## src/rtl/dec_pkg.sv

```systemverilog
// Shared types and constants for the decryption job controller.
package dec_pkg;

    typedef enum logic [2:0] {
        StIdle,
        StLoad,
        StFill,
        StShift,
        StRun,
        StFin
    } state_e;

    localparam logic [1:0]  MODE_EN   = 2'b01;
    localparam logic [1:0]  MODE_BF   = 2'b10;
    localparam logic [4:0]  SHIFT_REG = 5'd6;
    localparam int unsigned BUF_BASE  = 1500;
    localparam int unsigned BUF_LEN   = 108;

    function automatic logic mode_valid(input logic [1:0] mode);
        return (mode == MODE_EN) || (mode == MODE_BF);
    endfunction

endpackage

```

## src/rtl/decrypt_job_ctrl_if.sv

```systemverilog
// Host, processor and memory-port signals of the job controller; slave is the controller side.
interface decrypt_job_ctrl_if;

    logic        start;
    logic [1:0]  mode;
    logic [4:0]  shift_amt;
    logic        ch_valid;
    logic        ch_ready;
    logic [7:0]  ch_data;
    logic        ch_last;
    logic        cpu_mwe;
    logic [11:0] cpu_maddr;
    logic [31:0] cpu_mdata;
    logic        cpu_rwe;
    logic [4:0]  cpu_rd;
    logic [31:0] cpu_rdata;
    logic        ram_wen;
    logic [11:0] ram_addr;
    logic [31:0] ram_din;
    logic        rf_we;
    logic [4:0]  rf_rd;
    logic [31:0] rf_wdata;
    logic        cpu_reset;
    logic [1:0]  program_sel;
    logic        busy;
    logic        done;
    logic        timeout;
    logic        err;

    modport master (
        output start, mode, shift_amt, ch_valid, ch_data, ch_last,
        output cpu_mwe, cpu_maddr, cpu_mdata, cpu_rwe, cpu_rd, cpu_rdata,
        input  ch_ready, ram_wen, ram_addr, ram_din, rf_we, rf_rd, rf_wdata,
        input  cpu_reset, program_sel, busy, done, timeout, err
    );

    modport slave (
        input  start, mode, shift_amt, ch_valid, ch_data, ch_last,
        input  cpu_mwe, cpu_maddr, cpu_mdata, cpu_rwe, cpu_rd, cpu_rdata,
        output ch_ready, ram_wen, ram_addr, ram_din, rf_we, rf_rd, rf_wdata,
        output cpu_reset, program_sel, busy, done, timeout, err
    );

endinterface

```

## src/rtl/port_arbiter.sv

```systemverilog
// Combinational mux of the controller and processor RAM/regfile write ports.
module port_arbiter (
    input  logic        in_run_i,
    input  logic        ctl_ram_wen_i,
    input  logic [11:0] ctl_ram_addr_i,
    input  logic [31:0] ctl_ram_din_i,
    input  logic        ctl_rf_we_i,
    input  logic [4:0]  ctl_rf_rd_i,
    input  logic [31:0] ctl_rf_wdata_i,
    input  logic        cpu_mwe_i,
    input  logic [11:0] cpu_maddr_i,
    input  logic [31:0] cpu_mdata_i,
    input  logic        cpu_rwe_i,
    input  logic [4:0]  cpu_rd_i,
    input  logic [31:0] cpu_rdata_i,
    output logic        ram_wen_o,
    output logic [11:0] ram_addr_o,
    output logic [31:0] ram_din_o,
    output logic        rf_we_o,
    output logic [4:0]  rf_rd_o,
    output logic [31:0] rf_wdata_o
);

    always_comb begin
        if (in_run_i) begin
            ram_wen_o  = cpu_mwe_i;
            ram_addr_o = cpu_maddr_i;
            ram_din_o  = cpu_mdata_i;
            rf_we_o    = cpu_rwe_i;
            rf_rd_o    = cpu_rd_i;
            rf_wdata_o = cpu_rdata_i;
        end else begin
            ram_wen_o  = ctl_ram_wen_i;
            ram_addr_o = ctl_ram_addr_i;
            ram_din_o  = ctl_ram_din_i;
            rf_we_o    = ctl_rf_we_i;
            rf_rd_o    = ctl_rf_rd_i;
            rf_wdata_o = ctl_rf_wdata_i;
        end
    end

endmodule

```

## src/rtl/decrypt_job_ctrl.sv

```systemverilog
// Job sequencer: loads the character buffer, zero-fills, injects the shift, runs the processor.
module decrypt_job_ctrl
    import dec_pkg::*;
#(
    parameter int unsigned BUF_BASE   = dec_pkg::BUF_BASE,
    parameter int unsigned BUF_LEN    = dec_pkg::BUF_LEN,
    parameter logic [11:0] DONE_ADDR  = 12'hFFF,
    parameter int unsigned MAX_CYCLES = 5000
) (
    input logic               clock_i,
    input logic               reset_ni,
    decrypt_job_ctrl_if.slave bus
);

    localparam int unsigned     CntW     = $clog2(MAX_CYCLES + 1);
    localparam logic [6:0]      IdxLast  = 7'(BUF_LEN - 1);
    localparam logic [11:0]     BaseAddr = 12'(BUF_BASE);
    localparam logic [CntW-1:0] CycLast  = CntW'(MAX_CYCLES - 1);

    state_e          state_q, state_d;
    logic [1:0]      mode_q, mode_d;
    logic [4:0]      shift_q, shift_d;
    logic [6:0]      idx_q, idx_d;
    logic [CntW-1:0] cyc_q, cyc_d;
    logic            run_q, run_d;
    logic            done_q, done_d, timeout_q, timeout_d, err_q, err_d;
    logic            c_ram_wen_q, c_ram_wen_d, c_rf_we_q, c_rf_we_d;
    logic [11:0]     c_ram_addr_q, c_ram_addr_d;
    logic [31:0]     c_ram_din_q, c_ram_din_d, c_rf_wdata_q, c_rf_wdata_d;
    logic [4:0]      c_rf_rd_q, c_rf_rd_d;
    logic [7:0]      idx_inc;
    logic            done_hit;

    assign idx_inc  = {1'b0, idx_q} + 8'd1;
    assign done_hit = run_q && bus.cpu_mwe && (bus.cpu_maddr == DONE_ADDR);

    always_comb begin
        state_d      = state_q;
        mode_d       = mode_q;
        shift_d      = shift_q;
        idx_d        = idx_q;
        cyc_d        = cyc_q;
        run_d        = 1'b0;
        done_d       = done_q;
        timeout_d    = timeout_q;
        err_d        = err_q;
        c_ram_wen_d  = 1'b0;
        c_ram_addr_d = '0;
        c_ram_din_d  = '0;
        c_rf_we_d    = 1'b0;
        c_rf_rd_d    = '0;
        c_rf_wdata_d = '0;
        unique case (state_q)
            StIdle: begin
                if (bus.start) begin
                    if (mode_valid(bus.mode)) begin
                        mode_d    = bus.mode;
                        shift_d   = bus.shift_amt;
                        idx_d     = '0;
                        done_d    = 1'b0;
                        timeout_d = 1'b0;
                        err_d     = 1'b0;
                        state_d   = StLoad;
                    end else begin
                        err_d = 1'b1;
                    end
                end
            end
            StLoad: begin
                if (bus.ch_valid) begin
                    c_ram_wen_d  = 1'b1;
                    c_ram_addr_d = BaseAddr + {5'b0, idx_q};
                    c_ram_din_d  = {24'b0, bus.ch_data};
                    idx_d        = idx_inc[6:0];
                    if (bus.ch_last || (idx_q == IdxLast)) begin
                        state_d = (idx_inc < 8'(BUF_LEN)) ? StFill : StShift;
                    end
                end
            end
            StFill: begin
                c_ram_wen_d  = 1'b1;
                c_ram_addr_d = BaseAddr + {5'b0, idx_q};
                if (idx_q == IdxLast) begin
                    state_d = StShift;
                end else begin
                    idx_d = idx_inc[6:0];
                end
            end
            StShift: begin
                c_rf_we_d    = 1'b1;
                c_rf_rd_d    = SHIFT_REG;
                c_rf_wdata_d = {27'b0, shift_q};
                cyc_d        = '0;
                state_d      = StRun;
            end
            StRun: begin
                // First RUN cycle still shows the registered shift write; processor released after.
                if (!run_q) begin
                    run_d = 1'b1;
                end else begin
                    cyc_d = cyc_q + 1'b1;
                    if (done_hit) begin
                        done_d  = 1'b1;
                        state_d = StFin;
                    end else if (cyc_q == CycLast) begin
                        timeout_d = 1'b1;
                        state_d   = StFin;
                    end else begin
                        run_d = 1'b1;
                    end
                end
            end
            StFin: state_d = StIdle;
            default: state_d = StIdle;
        endcase
    end

    always_ff @(posedge clock_i) begin
        if (!reset_ni) begin
            state_q      <= StIdle;
            mode_q       <= '0;
            shift_q      <= '0;
            idx_q        <= '0;
            cyc_q        <= '0;
            run_q        <= 1'b0;
            done_q       <= 1'b0;
            timeout_q    <= 1'b0;
            err_q        <= 1'b0;
            c_ram_wen_q  <= 1'b0;
            c_ram_addr_q <= '0;
            c_ram_din_q  <= '0;
            c_rf_we_q    <= 1'b0;
            c_rf_rd_q    <= '0;
            c_rf_wdata_q <= '0;
        end else begin
            state_q      <= state_d;
            mode_q       <= mode_d;
            shift_q      <= shift_d;
            idx_q        <= idx_d;
            cyc_q        <= cyc_d;
            run_q        <= run_d;
            done_q       <= done_d;
            timeout_q    <= timeout_d;
            err_q        <= err_d;
            c_ram_wen_q  <= c_ram_wen_d;
            c_ram_addr_q <= c_ram_addr_d;
            c_ram_din_q  <= c_ram_din_d;
            c_rf_we_q    <= c_rf_we_d;
            c_rf_rd_q    <= c_rf_rd_d;
            c_rf_wdata_q <= c_rf_wdata_d;
        end
    end

    port_arbiter u_port_arbiter (
        .in_run_i      (run_q),
        .ctl_ram_wen_i (c_ram_wen_q),
        .ctl_ram_addr_i(c_ram_addr_q),
        .ctl_ram_din_i (c_ram_din_q),
        .ctl_rf_we_i   (c_rf_we_q),
        .ctl_rf_rd_i   (c_rf_rd_q),
        .ctl_rf_wdata_i(c_rf_wdata_q),
        .cpu_mwe_i     (bus.cpu_mwe),
        .cpu_maddr_i   (bus.cpu_maddr),
        .cpu_mdata_i   (bus.cpu_mdata),
        .cpu_rwe_i     (bus.cpu_rwe),
        .cpu_rd_i      (bus.cpu_rd),
        .cpu_rdata_i   (bus.cpu_rdata),
        .ram_wen_o     (bus.ram_wen),
        .ram_addr_o    (bus.ram_addr),
        .ram_din_o     (bus.ram_din),
        .rf_we_o       (bus.rf_we),
        .rf_rd_o       (bus.rf_rd),
        .rf_wdata_o    (bus.rf_wdata)
    );

    assign bus.ch_ready    = (state_q == StLoad);
    assign bus.busy        = (state_q != StIdle);
    assign bus.done        = done_q;
    assign bus.timeout     = timeout_q;
    assign bus.err         = err_q;
    assign bus.cpu_reset   = !run_q;
    assign bus.program_sel = run_q ? mode_q : 2'b00;

endmodule

```

## src/flat_wrapper.sv

```systemverilog
// flat-port wrapper written by rule: the top's interface ports become plain ports
module decrypt_job_ctrl_flat import dec_pkg::*;
#(
    parameter int unsigned BUF_BASE   = dec_pkg::BUF_BASE,
    parameter int unsigned BUF_LEN    = dec_pkg::BUF_LEN,
    parameter logic [11:0] DONE_ADDR  = 12'hFFF,
    parameter int unsigned MAX_CYCLES = 5000
)
  (clock_i, reset_ni, bus_start, bus_mode, bus_shift_amt, bus_ch_valid, bus_ch_data, bus_ch_last, bus_cpu_mwe, bus_cpu_maddr, bus_cpu_mdata, bus_cpu_rwe, bus_cpu_rd, bus_cpu_rdata, bus_ch_ready, bus_ram_wen, bus_ram_addr, bus_ram_din, bus_rf_we, bus_rf_rd, bus_rf_wdata, bus_cpu_reset, bus_program_sel, bus_busy, bus_done, bus_timeout, bus_err);
  decrypt_job_ctrl_if bus_i ();
  input logic clock_i;
  input logic reset_ni;
  input wire logic [$bits(bus_i.start)-1:0] bus_start;
  input wire logic [$bits(bus_i.mode)-1:0] bus_mode;
  input wire logic [$bits(bus_i.shift_amt)-1:0] bus_shift_amt;
  input wire logic [$bits(bus_i.ch_valid)-1:0] bus_ch_valid;
  input wire logic [$bits(bus_i.ch_data)-1:0] bus_ch_data;
  input wire logic [$bits(bus_i.ch_last)-1:0] bus_ch_last;
  input wire logic [$bits(bus_i.cpu_mwe)-1:0] bus_cpu_mwe;
  input wire logic [$bits(bus_i.cpu_maddr)-1:0] bus_cpu_maddr;
  input wire logic [$bits(bus_i.cpu_mdata)-1:0] bus_cpu_mdata;
  input wire logic [$bits(bus_i.cpu_rwe)-1:0] bus_cpu_rwe;
  input wire logic [$bits(bus_i.cpu_rd)-1:0] bus_cpu_rd;
  input wire logic [$bits(bus_i.cpu_rdata)-1:0] bus_cpu_rdata;
  output wire logic [$bits(bus_i.ch_ready)-1:0] bus_ch_ready;
  output wire logic [$bits(bus_i.ram_wen)-1:0] bus_ram_wen;
  output wire logic [$bits(bus_i.ram_addr)-1:0] bus_ram_addr;
  output wire logic [$bits(bus_i.ram_din)-1:0] bus_ram_din;
  output wire logic [$bits(bus_i.rf_we)-1:0] bus_rf_we;
  output wire logic [$bits(bus_i.rf_rd)-1:0] bus_rf_rd;
  output wire logic [$bits(bus_i.rf_wdata)-1:0] bus_rf_wdata;
  output wire logic [$bits(bus_i.cpu_reset)-1:0] bus_cpu_reset;
  output wire logic [$bits(bus_i.program_sel)-1:0] bus_program_sel;
  output wire logic [$bits(bus_i.busy)-1:0] bus_busy;
  output wire logic [$bits(bus_i.done)-1:0] bus_done;
  output wire logic [$bits(bus_i.timeout)-1:0] bus_timeout;
  output wire logic [$bits(bus_i.err)-1:0] bus_err;
  assign bus_i.start = bus_start;
  assign bus_i.mode = bus_mode;
  assign bus_i.shift_amt = bus_shift_amt;
  assign bus_i.ch_valid = bus_ch_valid;
  assign bus_i.ch_data = bus_ch_data;
  assign bus_i.ch_last = bus_ch_last;
  assign bus_i.cpu_mwe = bus_cpu_mwe;
  assign bus_i.cpu_maddr = bus_cpu_maddr;
  assign bus_i.cpu_mdata = bus_cpu_mdata;
  assign bus_i.cpu_rwe = bus_cpu_rwe;
  assign bus_i.cpu_rd = bus_cpu_rd;
  assign bus_i.cpu_rdata = bus_cpu_rdata;
  assign bus_ch_ready = bus_i.ch_ready;
  assign bus_ram_wen = bus_i.ram_wen;
  assign bus_ram_addr = bus_i.ram_addr;
  assign bus_ram_din = bus_i.ram_din;
  assign bus_rf_we = bus_i.rf_we;
  assign bus_rf_rd = bus_i.rf_rd;
  assign bus_rf_wdata = bus_i.rf_wdata;
  assign bus_cpu_reset = bus_i.cpu_reset;
  assign bus_program_sel = bus_i.program_sel;
  assign bus_busy = bus_i.busy;
  assign bus_done = bus_i.done;
  assign bus_timeout = bus_i.timeout;
  assign bus_err = bus_i.err;
  decrypt_job_ctrl #(.BUF_BASE(BUF_BASE), .BUF_LEN(BUF_LEN), .DONE_ADDR(DONE_ADDR), .MAX_CYCLES(MAX_CYCLES)) u_core (.clock_i(clock_i), .reset_ni(reset_ni), .bus(bus_i));
endmodule
```

## config.mk

```make
export PLATFORM = sky130hd
export DESIGN_NAME = decrypt_job_ctrl_flat
export DESIGN_NICKNAME = d
export VERILOG_FILES = /design/src/rtl/dec_pkg.sv /design/src/rtl/decrypt_job_ctrl_if.sv /design/src/rtl/port_arbiter.sv /design/src/rtl/decrypt_job_ctrl.sv /design/src/flat_wrapper.sv
export SDC_FILE = /design/constraint.sdc
export NUM_CORES = 1
export LEC_CHECK = 0
export BUFFER_PORTS_ARGS = -buffer_cell sky130_fd_sc_hd__buf_2
export CAP_MARGIN = 20
export CORE_MARGIN = 1.5
export CORE_UTILIZATION = 51
export CTS_BUF_LIST = sky130_fd_sc_hd__clkbuf_8
export CTS_CLUSTER_SIZE = 16
export DETAILED_ROUTE_END_ITERATION = 10
export PLACE_DENSITY = 0.88
export SLEW_MARGIN = 10
export SYNTH_ARGS = -nofsm -noshare
export SYNTH_HDL_FRONTEND = slang
export SYNTH_HIERARCHICAL = 1
export SYNTH_SLANG_ARGS = --single-unit
```

## constraint.sdc

```tcl
create_clock -name clock_i -period 4.5 [get_ports clock_i]
set_input_delay 0.45 -clock clock_i [delete_from_list [all_inputs] [get_ports clock_i]]
set_output_delay 0.45 -clock clock_i [all_outputs]
set_load 0.01 [all_outputs]
```

==> results.sh <==
export IMPL_die_area_um2=8130
export IMPL_worst_slew_pin_slew_ns=0.761
export IMPL_antenna_found_initial=0
export IMPL_holdCritStartpoint="bus_ch_data[2]"
export IMPL_avgSynthCellArea_um2=10.3
export IMPL_start_util_pct=53.2
export IMPL_cpMaxStageDelayCell="buf_4"
export IMPL_drt_antenna_violating_nets=0
export IMPL_ir_drop_uv=342
export IMPL_min_to="u_core/c_ram_din_q[2]$_SDFF_PN0_"
export IMPL_wirelength_mm=11.1
export IMPL_drc=0
export IMPL_clock_path_buffers=2
export IMPL_clock_root_buffer="clkbuf_8"
export IMPL_crit_path_end_kind="output pin"
export IMPL_rows=31
export IMPL_finalPower_mw=1.73
export IMPL_synth_seq_cells=59
export IMPL_critPathArrivalTime_ns=2.12
export IMPL_rsz0062_at_grt="no"
export IMPL_holdWs_ns=0.315
export IMPL_cts_hold_buf=0
export IMPL_grt_pass1_wl_mm=17.3
export IMPL_post_route_util_pct=71.3
export IMPL_report_final_slew_viol_count=0
export IMPL_place_ws_ns=2.30
export IMPL_synthCells=378
export IMPL_skew_ns=0.0110
export IMPL_gp_congestion=0.908
export IMPL_ctsResizeCount=0
export IMPL_finalSetupTns_ns=0
export IMPL_numPortBuffers=193
export IMPL_hold_depth=2
export IMPL_synthTopCellsByArea="dfxtp_1 (30%), mux2_4 (27%), mux2_2 (3.8%)"
export IMPL_fin_crit_ns=2.57
export IMPL_synth_cell_types=54
export IMPL_dp_cells=703
export IMPL_grt_usage_pct=26.7
export IMPL_synth_edf_count=0
export IMPL_die_y_um=90.2
export IMPL_grt_overflow=0
export IMPL_synth_most_common_cell="mux2_4"
export IMPL_fin_crit_sh_pct=57.0
export IMPL_die_w_um=90.2
export IMPL_setup_violations=0
export IMPL_crit_chain="buf_4, mux2_2, buf_2"
export IMPL_max_freq_mhz=390
export IMPL_core_area_um2=7290
export IMPL_dr_pass1_iters=4
export IMPL_post_cts_buffers=0
export IMPL_yosys_top_cells_count="mux2_4 (70), dfxtp_1 (59), nand2_1 (33)"
export IMPL_maxCapViolations=0
export IMPL_first_iter_violations=177
export IMPL_cp_max_fo=45
export IMPL_cts_buffers=9
export IMPL_io_pin_count=194
export IMPL_grt_max_degree=46
export IMPL_hold_violations=0
export IMPL_n_antenna_cell=0
export IMPL_h_tree_depth=3
export IMPL_setup_ws_ns=1.93
export IMPL_slew_headroom_pct=49.3
export IMPL_crit_required_ns=4.05
export IMPL_clk_latency_ns=0.34
export IMPL_yosysWarningCount=6
export IMPL_status="completed"
export IMPL_vias=3613
export IMPL_path_clk_slew_ns=0.07
export IMPL_async_reset_ff_share_pct=0
export IMPL_regToRegStartpoint="u_core/run_q$_SDFF_PN0_"
export IMPL_fin_cells=719
export IMPL_cts_tree="yes"
export IMPL_startpoint_type="register"
export IMPL_synthFlopType="dfxtp_1"
export IMPL_drive_above_1_share_pct=48.9
export IMPL_syn_to_final_growth_pct=34.1
export IMPL_fin_area_um2=5200
export IMPL_wl_per_cell_um=15.5
export IMPL_power_density_nw_per_um2=334
export IMPL_viasPerCell=5.03
export IMPL_ys_seq_area_share_pct=30.5
export IMPL_synth_area_um2=3880
export IMPL_min_path_type="in2reg"
export IMPL_r2r_slack_ns=2.24
export IMPL_clock_sinks=59
export IMPL_leakagePower_nw=2.58
export IMPL_path_class="reg2out"
export IMPL_reg2reg_to="u_core/cyc_q[6]$_SDFFE_PN0P_"
export IMPL_place_area_um2=4960
export IMPL_yosysTopAreaCellShare_pct=30.5
export IMPL_grt_pass1_vias=3514
export IMPL_nNetsFinal=723
export IMPL_synth_area_leader_cell="dfxtp_1"
export IMPL_dpl_hpwl_mm=8.76
export IMPL_critPathMaxStageDelay_ns=0.68
export IMPL_reg2reg_depth=6
worst max path at each step:
stage	startpoint	slack, ns	endpoint
after CTS	u_core/run_q$_SDFF_PN0_	1.92	bus_ram_addr[9]
after floorplan	u_core/idx_q[0]$_SDFFE_PN0P_	2.60	u_core/idx_q[2]$_SDFFE_PN0P_
after detailed placement	u_core/run_q$_SDFF_PN0_	2.30	bus_ram_addr[9]
final	u_core/run_q$_SDFF_PN0_	1.93	bus_ram_addr[9]
after global placement	u_core/run_q$_SDFF_PN0_	2.33	bus_ram_addr[9]
after global routing	u_core/run_q$_SDFF_PN0_	1.84	bus_ram_addr[9]
final cells by class:
cell class              count  area, um^2
clock inverters             7         116
clock buffers               9         124
fillers                   593        2090
well taps                  99         124
inverters                   9        33.8
repair buffers            195         981
multi-input cells         341        2630
flip-flops and latches     59        1180
per-layer routing:
| metal | routed length [um] | GRT usage, % | up-vias |
|---|---|---|---|
| met4 | 310 | 11.1 | 0 |
| met2 | 5600 | 46.8 | 161 |
| met3 | 768 | 6.01 | 23 |
| li1 | - | - | 1764 |
| met1 | 4460 | 31.3 | 1665 |
| met5 | 0 | 0 | - |
logic make-up (layout without fill, tap and decap cells):
family / count (synthesis) / count (layout) / synth area share [%]
compound gates: 53 / 53 / 9.30
xor+xnor: 12 / 12 / 2.71
fa+ha+maj: 5 / 5 / 1.61
buf+inv: 32 / 220 / 6.81
flops: 59 / 59 / 30.5
mux: 83 / 83 / 30.9
other cells: 1 / 55 / 0.0967
simple gates: 133 / 133 / 18.1
worst max-delay path, delay by kind of cell (launching register included):
kind     cells  cell delay (ns)
mux          1             0.40
flops        1             0.53
buf+inv      2             0.82
flip-flops by register name, summed over array words and instances (netlist names):
name                 flops
u_core/c_rf_wdata_q      5
u_core/c_ram_addr_q     10
u_core/bus.done          1
u_core/idx_q             7
u_core/c_ram_wen_q       1
u_core/state_q           3
u_core/bus.err           1
u_core/c_rf_rd_q         1
u_core/bus.timeout       1
u_core/shift_q           5
u_core/cyc_q            13
u_core/mode_q            2
u_core/run_q             1
u_core/c_ram_din_q       8
power breakdown:
part / leakage (nW) / internal [mW] / switching (mW)
Clock: 0.119 / 0.366 / 0.213
Combinational: 1.98 / 0.262 / 0.266
Sequential: 0.478 / 0.572 / 0.0549
Total: 2.58 / 1.20 / 0.534
layout by cell type, fill, tap and decap left out, types with 3 or more instances in the layout:
cell type    n
buf_2      193
mux2_4      70
dfxtp_1     58
conb_1      55
nand2_1     33
nor2_1      29
a21oi_1     20
and2_1      13
mux2_2      13
clkbuf_8     9
inv_1        9
and3_1       9
nor3_1       7
xnor2_1      7
o21ai_0      6
nand3_1      6
nand4_1      6
xor2_1       5
nand2b_1     5
ha_1         5
nor2b_1      4
a311oi_1     4
bufinv_16    3
or3_1        3
nand3b_1     3
a21o_1       3
a211oi_1     3
a31oi_1      3
Power figures use the tool's default switching activity.
